<file path="src/rtl/adc_pkg.sv">
// rtl/adc_pkg.sv - shared constants and FSM encoding for the TLC549 averaging path
package adc_pkg;
  localparam int ADC_FRAME_CLKS      = 1402;
  localparam int ADC_CAPTURE_OFS     = 1000;
  localparam int ADC_VREF_MV_DEFAULT = 3300;

  typedef enum logic [1:0] {
    ST_IDLE    = 2'd0,
    ST_ACCUM   = 2'd1,
    ST_SCALE   = 2'd2,
    ST_CONVERT = 2'd3
  } adc_state_e;
endpackage

</file>
<file path="src/rtl/bin2bcd_seq.sv">
// rtl/bin2bcd_seq.sv - sequential shift-add-3 converter, 12-bit binary to 4 BCD digits, 1 bit/clk
module bin2bcd_seq (
  input  logic        clk,
  input  logic        rst_n,
  input  logic        start,
  input  logic        abort,
  input  logic [11:0] bin,
  output logic [15:0] bcd,
  output logic        done
);
  logic [11:0] bin_q, bin_d;
  logic [15:0] bcd_q, bcd_d;
  logic [3:0]  cnt_q, cnt_d;
  logic [15:0] adj;

  always_comb begin
    adj = bcd_q;
    for (int i = 0; i < 4; i++) begin
      if (bcd_q[4*i +: 4] >= 4'd5) adj[4*i +: 4] = bcd_q[4*i +: 4] + 4'd3;
    end
    bin_d = bin_q;
    bcd_d = bcd_q;
    cnt_d = cnt_q;
    if (abort) begin
      cnt_d = 4'd0;
    end else if (start) begin
      bin_d = bin;
      bcd_d = 16'h0000;
      cnt_d = 4'd12;
    end else if (cnt_q != 4'd0) begin
      bcd_d = 16'({adj, bin_q[11]});
      bin_d = bin_q << 1;
      cnt_d = cnt_q - 4'd1;
    end
  end

  // The final digits are presented combinationally so the caller can latch them in the done cycle.
  assign bcd  = bcd_d;
  assign done = (cnt_q == 4'd1) && !abort;

  always_ff @(posedge clk or negedge rst_n) begin
    if (!rst_n) begin
      bin_q <= '0;
      bcd_q <= '0;
      cnt_q <= '0;
    end else begin
      bin_q <= bin_d;
      bcd_q <= bcd_d;
      cnt_q <= cnt_d;
    end
  end
endmodule

</file>
<file path="src/rtl/adc_avg_mv.sv">
// rtl/adc_avg_mv.sv - per-frame ADC capture, block average, mV scaling and BCD for the display mux
module adc_avg_mv
  import adc_pkg::*;
#(
  parameter int FRAME_CLKS  = ADC_FRAME_CLKS,
  parameter int CAPTURE_OFS = ADC_CAPTURE_OFS,
  parameter int AVG_LOG2    = 3,
  parameter int VREF_MV     = ADC_VREF_MV_DEFAULT
) (
  input  logic        CLOCK_50,
  input  logic        RST_N,
  input  logic        enable,
  output logic        ad_enable,
  input  logic [7:0]  ad_data,
  output logic [7:0]  avg_code,
  output logic [15:0] mv_bcd,
  output logic        result_valid,
  output logic        busy
);
  localparam int FC_W   = $clog2(FRAME_CLKS);
  localparam int ACC_W  = 8 + AVG_LOG2;
  localparam int SC_W   = AVG_LOG2 + 1;
  localparam int PROD_W = 8 + 14;
  localparam logic [FC_W-1:0] FRAME_LAST = FC_W'(FRAME_CLKS - 1);
  localparam logic [FC_W-1:0] CAP_POS    = FC_W'(CAPTURE_OFS);
  localparam logic [SC_W-1:0] SC_FULL    = SC_W'(2 ** AVG_LOG2);

  adc_state_e        state_q, state_d;
  logic [FC_W-1:0]   frame_cnt_q, frame_cnt_d;
  logic [SC_W-1:0]   sample_cnt_q, sample_cnt_d;
  logic [ACC_W-1:0]  acc_q, acc_d;
  logic [7:0]        mean_q, mean_d;
  logic [7:0]        avg_code_q, avg_code_d;
  logic [15:0]       mv_bcd_q, mv_bcd_d;
  logic              result_valid_q, result_valid_d;

  logic              capture;
  logic [ACC_W-1:0]  acc_sum;
  logic [7:0]        mean;
  logic [PROD_W-1:0] prod;
  logic [11:0]       mv;
  logic              bcd_start;
  logic              bcd_done;
  logic [15:0]       bcd_val;

  assign capture = (state_q != ST_IDLE) && (frame_cnt_q == CAP_POS);
  assign acc_sum = acc_q + ACC_W'(ad_data);
  assign mean    = 8'(acc_q >> AVG_LOG2);
  assign prod    = PROD_W'(mean) * PROD_W'(VREF_MV);
  assign mv      = 12'(prod >> 8);

  bin2bcd_seq u_bcd (
    .clk   (CLOCK_50),
    .rst_n (RST_N),
    .start (bcd_start),
    .abort (!enable),
    .bin   (mv),
    .bcd   (bcd_val),
    .done  (bcd_done)
  );

  always_comb begin
    state_d        = state_q;
    frame_cnt_d    = frame_cnt_q;
    sample_cnt_d   = sample_cnt_q;
    acc_d          = acc_q;
    mean_d         = mean_q;
    avg_code_d     = avg_code_q;
    mv_bcd_d       = mv_bcd_q;
    result_valid_d = 1'b0;
    bcd_start      = 1'b0;

    if (state_q != ST_IDLE) begin
      frame_cnt_d = (frame_cnt_q == FRAME_LAST) ? '0 : frame_cnt_q + FC_W'(1);
    end
    // Captures are taken in every running state, including while a conversion is in flight.
    if (capture) begin
      acc_d        = acc_sum;
      sample_cnt_d = sample_cnt_q + SC_W'(1);
    end

    case (state_q)
      ST_IDLE: begin
        if (enable) begin
          state_d      = ST_ACCUM;
          frame_cnt_d  = '0;
          acc_d        = '0;
          sample_cnt_d = '0;
        end
      end
      ST_ACCUM: begin
        if (sample_cnt_d == SC_FULL) state_d = ST_SCALE;
      end
      ST_SCALE: begin
        mean_d       = mean;
        bcd_start    = 1'b1;
        acc_d        = capture ? ACC_W'(ad_data) : '0;
        sample_cnt_d = capture ? SC_W'(1) : '0;
        state_d      = ST_CONVERT;
      end
      ST_CONVERT: begin
        if (bcd_done) begin
          avg_code_d     = mean_q;
          mv_bcd_d       = bcd_val;
          result_valid_d = 1'b1;
          state_d        = ST_ACCUM;
        end
      end
      default: state_d = ST_IDLE;
    endcase

    // Dropping enable discards everything in flight but keeps the last displayed result.
    if (!enable) begin
      state_d        = ST_IDLE;
      frame_cnt_d    = '0;
      sample_cnt_d   = '0;
      acc_d          = '0;
      avg_code_d     = avg_code_q;
      mv_bcd_d       = mv_bcd_q;
      result_valid_d = 1'b0;
    end
  end

  always_ff @(posedge CLOCK_50 or negedge RST_N) begin
    if (!RST_N) begin
      state_q        <= ST_IDLE;
      frame_cnt_q    <= '0;
      sample_cnt_q   <= '0;
      acc_q          <= '0;
      mean_q         <= '0;
      avg_code_q     <= '0;
      mv_bcd_q       <= '0;
      result_valid_q <= 1'b0;
    end else begin
      state_q        <= state_d;
      frame_cnt_q    <= frame_cnt_d;
      sample_cnt_q   <= sample_cnt_d;
      acc_q          <= acc_d;
      mean_q         <= mean_d;
      avg_code_q     <= avg_code_d;
      mv_bcd_q       <= mv_bcd_d;
      result_valid_q <= result_valid_d;
    end
  end

  assign ad_enable    = (state_q != ST_IDLE);
  assign busy         = (state_q == ST_SCALE) || (state_q == ST_CONVERT);
  assign avg_code     = avg_code_q;
  assign mv_bcd       = mv_bcd_q;
  assign result_valid = result_valid_q;
endmodule

</file>
<file path="config.mk">
export PLATFORM = sky130hd
export DESIGN_NAME = adc_avg_mv
export DESIGN_NICKNAME = d
export VERILOG_FILES = /design/src/rtl/adc_pkg.sv /design/src/rtl/bin2bcd_seq.sv /design/src/rtl/adc_avg_mv.sv
export SDC_FILE = /design/constraint.sdc
export NUM_CORES = 1
export LEC_CHECK = 0
export ABC_AREA = 1
export BUFFER_PORTS_ARGS = -buffer_cell sky130_fd_sc_hd__buf_2
export CAP_MARGIN = 20
export CORE_ASPECT_RATIO = 0.6
export CORE_UTILIZATION = 67
export DETAILED_ROUTE_END_ITERATION = 12
export GPL_TIMING_DRIVEN = 0
export PLACE_DENSITY_LB_ADDON = 0.15
export SLEW_MARGIN = 20
export SYNTH_ARGS = -nofsm -noshare
export SYNTH_HDL_FRONTEND = slang
export SYNTH_SLANG_ARGS = --single-unit
</file>
<file path="constraint.sdc">
create_clock -name CLOCK_50 -period 6.1 [get_ports CLOCK_50]
set_input_delay 0.61 -clock CLOCK_50 [delete_from_list [all_inputs] [get_ports CLOCK_50]]
set_output_delay 0.61 -clock CLOCK_50 [all_outputs]
set_load 0.01 [all_outputs]
</file>
* Word level (Yosys, flattened, before mapping)
Cells that the tools add are included.
** Storage, ports and cells
- Bits in registers :: 93
- Bits of input ports :: 11
- Output and inout port bits :: 27
- Word-level logic and storage cells :: 78
** Operators by class
- Add/sub/neg operators :: 8
- $mul :: 1
- Order comparisons :: 4
- Eq/ne operators :: 12
- Mux-type cells :: 32
- Reductions and logical operators :: 10
** Operators with widths (count)
- 11-bit two-way mux :: 6
- 16-bit two-way mux :: 3
- 4-bit two-way mux :: 8
- 12-bit two-way mux :: 2
- 11-bit one-hot mux with 2 select lines :: 1
- 8-bit by 10-bit multiplier with 18-bit output, second input constant :: 1
- 4-bit by 3-bit greater-or-equal comparator with 1-bit output, second input constant :: 4
- 4-bit by 2-bit adder with 4-bit output, second input constant :: 3
- 11-bit by 1-bit adder with 11-bit output, second input constant :: 1
- 11-bit by 8-bit adder with 11-bit output :: 1
- 11-bit by 10-bit equality test with 1-bit output, second input constant :: 1
- 11-bit equality test, second input constant :: 1
- 8-bit two-way mux :: 1
- 2-bit one-hot mux with 4 select lines :: 1
- 4-bit one-hot mux with 2 select lines :: 1
- 2-bit two-way mux :: 3
- 3-bit by 1-bit inequality test with 1-bit output, second input constant :: 2
- 3-bit inequality test, second input constant :: 2
- 1-bit two-way mux :: 5
- 4-bit by 1-bit adder with 4-bit output, second input constant :: 1
- 2-bit equality test, second input constant :: 2
- 4-bit by 1-bit equality test with 1-bit output, second input constant :: 1
- 4-bit equality test, second input constant :: 1
- 4-bit by 1-bit inequality test with 1-bit output, second input constant :: 1
- 11 further kinds :: 14

* Logic depth before layout (Yosys ltp)
Gate-level depths: netlist (run 1).
- Depth in word-level cells :: 7
- Gate-level depth with buffers :: 19
- Depth with buffers taken out :: 19

* By module
A second synthesis (run 1) with hierarchy kept.
** Second synthesis, totals
- Cells, all modules :: 831
- Area, all modules :: 6488.7 µm²
** By module, submodules not included
- adc_avg_mv :: times used 1, cells an instance 548, area each 4511.8 µm², sequential area each 1526.5 µm²
- bin2bcd_seq :: times used 1, cells an instance 283, area each 1976.9 µm², sequential area each 800.8 µm²

* Worst setup path after synthesis (run 1)
Ideal clock, no wire load.
- Path type :: reg-to-reg
- Start point :: register acc_q[8]
- End point :: register u_bcd.bin_q[11]
- Setup time :: 0.116 ns
- Data arrival time :: 3.692 ns
- Data required time :: 5.984 ns
- Path slack :: 2.292 ns
- Cell stages (with the launch flop) :: 20
- Path buffers :: 0
- Clock period less this slack :: 3.808 ns
- Path through :: dfrtp_1 fa_1 inv_1 fa_1 inv_1 fa_1 inv_1 fa_1 inv_1 ha_1 nand2_1 nor2_1 nand2_1 nand3_1 a21oi_1 inv_1 nand2_1 nand3_1 nand2_1 nand2_1
** On the way
- Longest elaborated chain between the ends :: 2
** Ends and longest elaborated chain
- from (decl) :: RTL line adc_avg_mv.sv:31 : logic [ACC_W-1:0] acc_q, acc_d;
- from (signal assigned) :: RTL line adc_avg_mv.sv:129 : acc_q <= '0;
- from (signal assigned) :: RTL line adc_avg_mv.sv:138 : acc_q <= acc_d;
- 8-bit by 10-bit multiplier with 18-bit output :: RTL line adc_avg_mv.sv:49 : assign prod = PROD_W'(mean) * PROD_W'(VREF_MV);
- 12-bit two-way mux :: RTL line bin2bcd_seq.sv:26 : end else if (start) begin
- to (signal assigned) :: RTL line bin2bcd_seq.sv:47 : bin_q <= bin_d;
- to (decl) :: RTL line bin2bcd_seq.sv:11 : logic [11:0] bin_q, bin_d;
No other way between the ends.
A chain may end at the register's enable or synchronous reset.

* Worst setup path in the final report (run 1)
- Start point :: register acc_q[8]
- End point :: register u_bcd.bin_q[10]
The elaborated chain is that of the path after synthesis.

==> results.txt, run 1 <==
The data arrival time of the critical path came out at 4570 ps. The total overflow reported by the global router is 0. The total detailed-routing wirelength came out at 15000 µm. The cell type with the largest total area after synthesis is sky130_fd_sc_hd__dfrtp_1. The die extent in x came out at 127 µm. The share of the core filled with cells is 0.789. Data on the critical path is required at its endpoint by 6350 ps. After the first detailed-routing iteration, the DRC count stood at 456.

The reported leakage power is 3.80 nW. In this run the worst hold path is classified as in2async. Entering global routing, the biggest net connects 77 pins. The floorplan die area is 9770 µm².

The max-slew violation total from the final report is 0. The upper clock frequency limit is between 200 and 250 MHz. The post-DP HPWL came out at around 11000 µm. The clock edge transition at the registers on the reported setup and hold paths is roughly 80 ps. Synthesis handed over a netlist of 774 instances. The first-pass iteration count of the detailed router is 6.

The initial antenna violation count is 0. Dividing total power by cell area gives a power density of 321 nW/µm². The count of endpoints failing hold in the final timing report is 0. The number of placed I/O pins is 38. The share of Yosys cell area claimed by the top area cell type is 0.371. The sequential element share of the synthesized area came out at 0.371.

STA classifies the critical path startpoint as a flop. In this run, synthesis produced a sequential element count of 93. The floorplan has 26 rows. The growth of design area from synthesis to finish came out at 10.4%. Setup repair after global routing left no endpoint under its margin. The number of global-route vias before repair came out at about 5500. The proportion of layout cells with a drive suffix above 1 is 0.117. The per-cell via count in the routed design came out at 5.87. The routability-driven placement congestion ratio came out at 0.957. The area of the core is 8780 µm². TritonCTS built the clock tree. The final routed wire length divided by cell count is 16.0 µm. The clock net sink count is 93.

The number of enable flip-flop cells after synthesis is 0. Yosys printed 0 warnings. The count of cells resized by post-cts repair came out at 0.

The number of buffers added by the clock tree synthesis step came out at 9. Ranked by total cell area, the synthesized netlist is headed by sky130_fd_sc_hd__dfrtp_1 (37%), sky130_fd_sc_hd__ha_1 (13%), sky130_fd_sc_hd__nand2_1 (12%). The final setup TNS is 0 ps. For the worst-skew pair, the clock arrives at the later sink with an insertion delay of 350 ps. After clock tree synthesis, the setup repair step added 0 buffers. The worst pin sits at a relative slew slack of 0.610. IR analysis of the VDD net gives a maximum drop of 188 µV. In this run the number of H-tree levels came out at 3. The routed design could run at a clock period as short as ~4300 ps. The slowest stage of the critical path belongs to the cell sky130_fd_sc_hd__fa_1. Among all flip-flop cells after synthesis, the most frequent one is sky130_fd_sc_hd__dfrtp_1.

The number of diodes added for antenna fixing is 0. The overall power of the completed layout came out at 2.23 mW. The number of DRC violations after detailed routing is 0.

CTS placed an instance of sky130_fd_sc_hd__clkbuf_16 at the clock tree root. The element type at the critical path end is a flop. The pin slew with the least headroom to its limit came out at 585 ps. The highest net fanout along the worst path is 8. The unique cell type count in the Yosys netlist came out at 44. The run finished with clean final reports. The count of filler cells inserted in the layout is 606. The final clock skew is 9.34 ps. The number of failing setup endpoints in the final timing report came out at 0. The maximum clock path buffer count came out at 2. The number of I/O port buffers came out at 37. The first global-routing pass estimated 26000 µm of wire. The number of hold-repair buffers added at the cts stage is 0.

The post-route antenna net violation count is 0. The number of nets produced by synthesis is 868. The post-synthesis instance area came out at 6280 µm². The average cell area after synthesis came out at 8.11 µm². The signal on the critical path passes through fa_1 > inv_1 > fa_1 > inv_1 > fa_1 > inv_1 > fa_1 > inv_1 > ha_1 > nand2_1 > nor2_1 > o21ai_0 > nand3_1 > nand2_1 > nand3_1 > nand2_1 > nand2_1. The number of max-cap violations came out at 0. The total via count after detailed routing is 5515. For this run, the total global-route usage over all layers was measured as 0.339. The final layout contains 917 nets. The initial utilization of the core area, before any placement, comes to 0.715. The critical path is of the reg2reg type. For this run, the slowest stage of the critical path takes 590 ps. The height of the chip is around 77 µm. The proportion of register bits with asynchronous set or reset after synthesis is 1.00.

The final clock period utilization by the worst path is 0.709.
==> critical path, delay by kind of cell (launching register included) <==
family	cells	cell delay, ps
AOI/OAI and AO/OA	1	320
adders and majority gates	5	2480
buffers and inverters	4	230
DFF	1	520
and+or+nand+nor	7	680
==> per-stage QoR <==
stage	setup WS (ps)	instance area (µm²)	cells	hold WS, ps
2_1_floorplan	2290	6280	774	314
3_3_place_gp	1960	6600	923	451
3_5_place_dp	1830	6640	924	454
4_1_cts	1810	6930	940	97.4
5_1_grt	1650	6930	940	108
6_report	1780	6930	940	94.9
==> cell usage in the layout, fill, tap and decap left out, drive strengths merged, types with 18 or more instances in the layout <==
cell	count
ha	65
dfrtp	93
o21ai	43
nor2	60
fa	18
a21oi	41
buf	47
nand2	207
nand3	43
inv	113
==> registers in the layout (all words and copies together), names as in the netlist <==
name / flops
result_valid: 1
mean_q: 8
mv_bcd: 16
acc_q: 11
u_bcd.bcd_q: 16
u_bcd.bin_q: 12
frame_cnt_q: 11
sample_cnt_q: 4
u_bcd.cnt_q: 4
state_q: 2
avg_code: 8
==> power breakdown <==
| part | leakage, nW | total [mW] | switching [mW] | internal (mW) |
|---|---|---|---|---|
| clock | 0.145 | 0.554 | 0.267 | 0.287 |
| sequential | 1.26 | 0.833 | 0.0816 | 0.752 |
| combinational | 2.40 | 0.839 | 0.554 | 0.285 |
==> kinds of logic (layout without fill, tap and decap cells) <==
group,after synthesis,count (layout),synth area share
buffers and inverters,127,181,0.0781
AO/OA/AOI/OAI,124,124,0.119
AND/OR/NAND/NOR,336,336,0.230
XOR/XNOR,11,11,0.0154
adder cells (fa/ha/maj),83,83,0.187
flip-flops,93,93,0.371
==> final timing paths <==
path / start / endpoint / slack (ps) / cells past startpoint
worst max-delay path: acc_q[8] / u_bcd.bin_q[10] / 1780 / 17
worst min-delay path: RST_N / sample_cnt_q[2] / 90 / 1
worst max register to register: acc_q[8] / u_bcd.bin_q[10] / 1780 / 17
worst min register to register: avg_code[4] / avg_code[4] / 470 / 2
max in group asynchronous: RST_N / u_bcd.bcd_q[9] / 5370 / 2
min in group CLOCK_50: avg_code[4] / avg_code[4] / 470 / 2
==> cell type report <==
| cell class | count | area (µm²) | area share |
|---|---|---|---|
| Buffer | 16 | 72.6 | 0.0105 |
| Inverter | 111 | 418 | 0.0603 |
| Clock buffer | 9 | 225 | 0.0325 |
| Sequential cell | 93 | 2330 | 0.336 |
| Multi-Input combinational cell | 554 | 3460 | 0.499 |
| Tap cell | 112 | 140 | 0.0202 |
| Clock inverter | 7 | 67.6 | 0.00975 |
| Timing Repair Buffer | 38 | 219 | 0.0316 |
==> synthesized netlist by cell type (all sizes together) (8+ instances only) <==
cell / number
nand2: 207
fa: 18
dfrtp: 93
ha: 65
o21ai: 43
nor3: 9
inv: 110
nor2: 60
buf: 9
a31oi: 8
a21oi: 41
nand3: 43
or2: 8
==> metal layers <==
metal	global-route usage	part of all wire	vias up
met3	0.0691	0.094	27
met4	0.0893	0.015	0
met1	0.493	0.46	2630
met5	0	0	-
met2	0.520	0.43	255
li1	-	-	2603
Note: power is estimated with default switching activity, not from simulation.
==> inputs of run 2 (changes only) <==
- CORE_UTILIZATION: 67 -> 62
- clock period: 6.1 -> 4.5 ns (I/O delays scaled with it)
==> run 2 against run 1 <==
The run now ends with DRC left. Sequential share of layout area is 0.19 points lower. Largest cell class unchanged. Critical path type unchanged. Register-to-register slack worse by 1500 ps. Sequential power is 36% higher. Largest power group is now sequential cells. Sequential cell count stayed put. Power is 35% higher.
==> results.txt, run 2 (synthesized netlist as in run 1, its figures left out) <==
The flow ran to the end, but the final reports show violations. The final reports fail on DRC. The end point of the most critical hold path is acc_q[5]. The number of cells on the worst hold path came out at 3.

The pin count of the biggest net entering global routing is 62 (-19%). The routability-driven placement congestion ratio came out at 0.905 (-5.4%). The number of failing setup endpoints in the final timing report is 0 (unchanged).

The total global-route track usage was 0.298 (-0.0413). The number of global-route vias before repair came to 5156 (-6.8%). The post-route antenna net violation count is 0 (unchanged). The worst setup path is launched from a flop. Leaving out fill and tap cells, the most frequent cell in the layout is sky130_fd_sc_hd__nand2_1. The number of buffers added by the clock tree synthesis step is 9 (unchanged). The element type at the critical path end is a flop. The final clock skew is 7.73 ps (-1.61 ps). The number of cells on the worst reg-to-reg path came out at 19 (+2).

The die extent in x was 132 µm (+3.9%). The overall power of the completed layout is 3.00 mW (+35%). The start-to-end type of the worst setup path is reg2reg. The number of placed I/O pins came to 38 (unchanged). The register cell area after layout came out at 2330 µm² (unchanged). The final routed wire length divided by cell count was 14.9 µm (-6.5%). The final setup TNS is 0 ps (unchanged). In this run the most critical hold path is launched from ad_data[5].

The count of filler cells inserted in the layout came out at 802 (+32%). TritonCTS built the clock tree. Setup repair after global routing left no endpoint under its margin.

The reported leakage power came out at 3.80 nW (about the same). The initial antenna violation count came out at 0 (unchanged). The net count of the finished layout is 918 (+0.11%). The total detailed-routing wirelength came out at 14400 µm (-4.1%). The count of standard-cell rows is 28 (+7.7%). The number of DRC violations after detailed routing is 1 (+1). The area used by multi-input combinational logic came to 3460 µm² (unchanged). The number of max-cap violations is 0 (unchanged). The total overflow reported by the global router came out at 0 (unchanged). The peak supply drop is 232 µV (+24%). The proportion of layout cells with a drive suffix above 1 came out at 0.117 (-0.000141).

The per-cell via count in the routed design is 5.59 (-4.7%). In this run the critical register-to-register path is launched from acc_q[8]. The tightest slew margin relative to the limit is 0.599 (-0.0108). The height of the chip was 79.9 µm (+3.9%).

The max-slew violation total from the final report is 0 (unchanged). The clock net sink count came out at 93 (unchanged). The number of I/O port buffers is 37 (unchanged). The tree is rooted in a sky130_fd_sc_hd__clkbuf_16. The number of design-rule violations left by the first detailed-router iteration is 443 (-2.9%). The starting density of the core is 0.638 (-0.0770). The maximum clock path buffer count came to 2 (unchanged).

The global-route wire length before repair is 24400 µm (-6.2%). The data arrival time of the critical path came out at 4470 ps (-100 ps). The number of diodes added for antenna fixing came out at 0 (unchanged). The insertion delay to the later sink of the worst-skew pair came to 360 ps (about the same). The total via count after detailed routing came out at 5390 (-2.3%). The shortest clock period the worst path allows after layout came to 4210 ps (-110 ps).

The data required time of the critical path is 4750 ps (-1600 ps). The number of H-tree levels came out at 3 (unchanged). The final clock period utilization by the worst path came out at 0.937 (+0.228). The highest net fanout along the worst path was 8 (unchanged). The area of the core is 9840 µm² (+12%). The worst hold path class is in2reg. The count of endpoints failing hold in the final timing report was 0 (unchanged).

The pin slew with the least headroom to its limit came out at 601 ps (+16.2 ps). In this run the critical register-to-register path is captured at u_bcd.bin_q[11]. Leaving out fill and tap cells, the most frequent cells in the layout are sky130_fd_sc_hd__nand2_1 (200), sky130_fd_sc_hd__inv_1 (101), sky130_fd_sc_hd__dfrtp_1 (93). The post-DP HPWL was 11100 µm (-2.9%).

The clock edge transition at the registers on the reported setup and hold paths came out at 70 ps (about the same). The minimum setup slack among reg-to-reg paths came out at 290 ps (-1490 ps). The upper clock frequency limit came out at 237 MHz (+2.6%). The growth of design area from synthesis to finish is 11.0%. The floorplan die area is 10500 µm² (+7.9%).

The power per cell area came out at 431 nW/µm² (+34%). The share of the core filled with cells is 0.708 (-0.0811). The first-pass iteration count of the detailed router is 9 (+3).
run 2: cell count changes in the layout (fill, tap and decap cells not counted):
cell	change
sky130_fd_sc_hd__inv_6	-1
sky130_fd_sc_hd__clkinv_4	+1
sky130_fd_sc_hd__clkinvlp_4	+1
sky130_fd_sc_hd__clkinv_8	-1
sky130_fd_sc_hd__clkinv_2	-1
sky130_fd_sc_hd__dlygate4sd3_1	+1
sky130_fd_sc_hd__clkbuf_8	+1
run 2: area by class of cell:
type / count / share of cell area
clock buffer: 10 / 0.0343
inverter: 111 / 0.0600
buffer: 16 / 0.0104
clock inverter: 6 / 0.00772
timing repair buffer: 39 / 0.0329
sequential: 93 / 0.334
multi-input combinational: 554 / 0.496
tap: 135 / 0.0242
run 2: how the worst max path moves through the flow:
| stage | start | end | slack, ps | cells after the start |
|---|---|---|---|---|
| global route | acc_q[8] | u_bcd.bin_q[11] | 40 | 19 |
| floorplan | acc_q[8] | u_bcd.bin_q[11] | 690 | 19 |
| global placement | acc_q[8] | u_bcd.bin_q[11] | 360 | 19 |
| finish | acc_q[8] | u_bcd.bin_q[11] | 290 | 19 |
| CTS | acc_q[8] | u_bcd.bin_q[11] | 310 | 19 |
| detailed placement | acc_q[8] | u_bcd.bin_q[11] | 360 | 19 |
run 2: per-stage QoR:
stage	hold slack (ps)	setup WS [ps]	cells	instance area, µm²
global placement	450	360	946	6630
detailed placement	360	359	947	6660
CTS	390	309	964	6970
floorplan	154	692	774	6280
global route	428	42.5	964	6970
finish	389	285	964	6970
run 2: worst max-delay path: stages, from the launching register on:
cell and delay [ps]:
sky130_fd_sc_hd__dfrtp_1 520, sky130_fd_sc_hd__fa_1 580, sky130_fd_sc_hd__inv_1 50, sky130_fd_sc_hd__fa_1 470, sky130_fd_sc_hd__inv_1 60, sky130_fd_sc_hd__fa_1 490, sky130_fd_sc_hd__inv_1 60, sky130_fd_sc_hd__fa_1 540
sky130_fd_sc_hd__inv_1 50, sky130_fd_sc_hd__ha_1 350, sky130_fd_sc_hd__nand2_1 160, sky130_fd_sc_hd__nor2_1 50, sky130_fd_sc_hd__nand2_1 70, sky130_fd_sc_hd__nand3_1 130, sky130_fd_sc_hd__a21oi_1 210, sky130_fd_sc_hd__inv_1 60
sky130_fd_sc_hd__nand2_1 70, sky130_fd_sc_hd__nand3_1 60, sky130_fd_sc_hd__nand2_1 90, sky130_fd_sc_hd__nand2_1 40
run 2: layer usage:
metal / part of all wire / track usage / up-vias / wire (µm)
met1: 0.50 / 0.436 / 2554 / 7160
met2: 0.42 / 0.448 / 200 / 6040
met5: 0 / 0 / - / 0
met3: 0.070 / 0.0578 / 22 / 1010
met4: 0.013 / 0.0872 / 0 / 192
li1: - / - / 2614 / -
run 2: report_power, final:
part	switching, mW	leakage, nW	internal (mW)
sequential	0.107	1.26	1.02
clock	0.357	0.141	0.399
combinational	0.739	2.41	0.384
run 2: repair_timing:
item                                   in CTS  in global routing
hold buffers                                1                  0
buffers inserted                            0                  0
resized for setup                           0                  0
endpoints found under the hold margin      23                  0
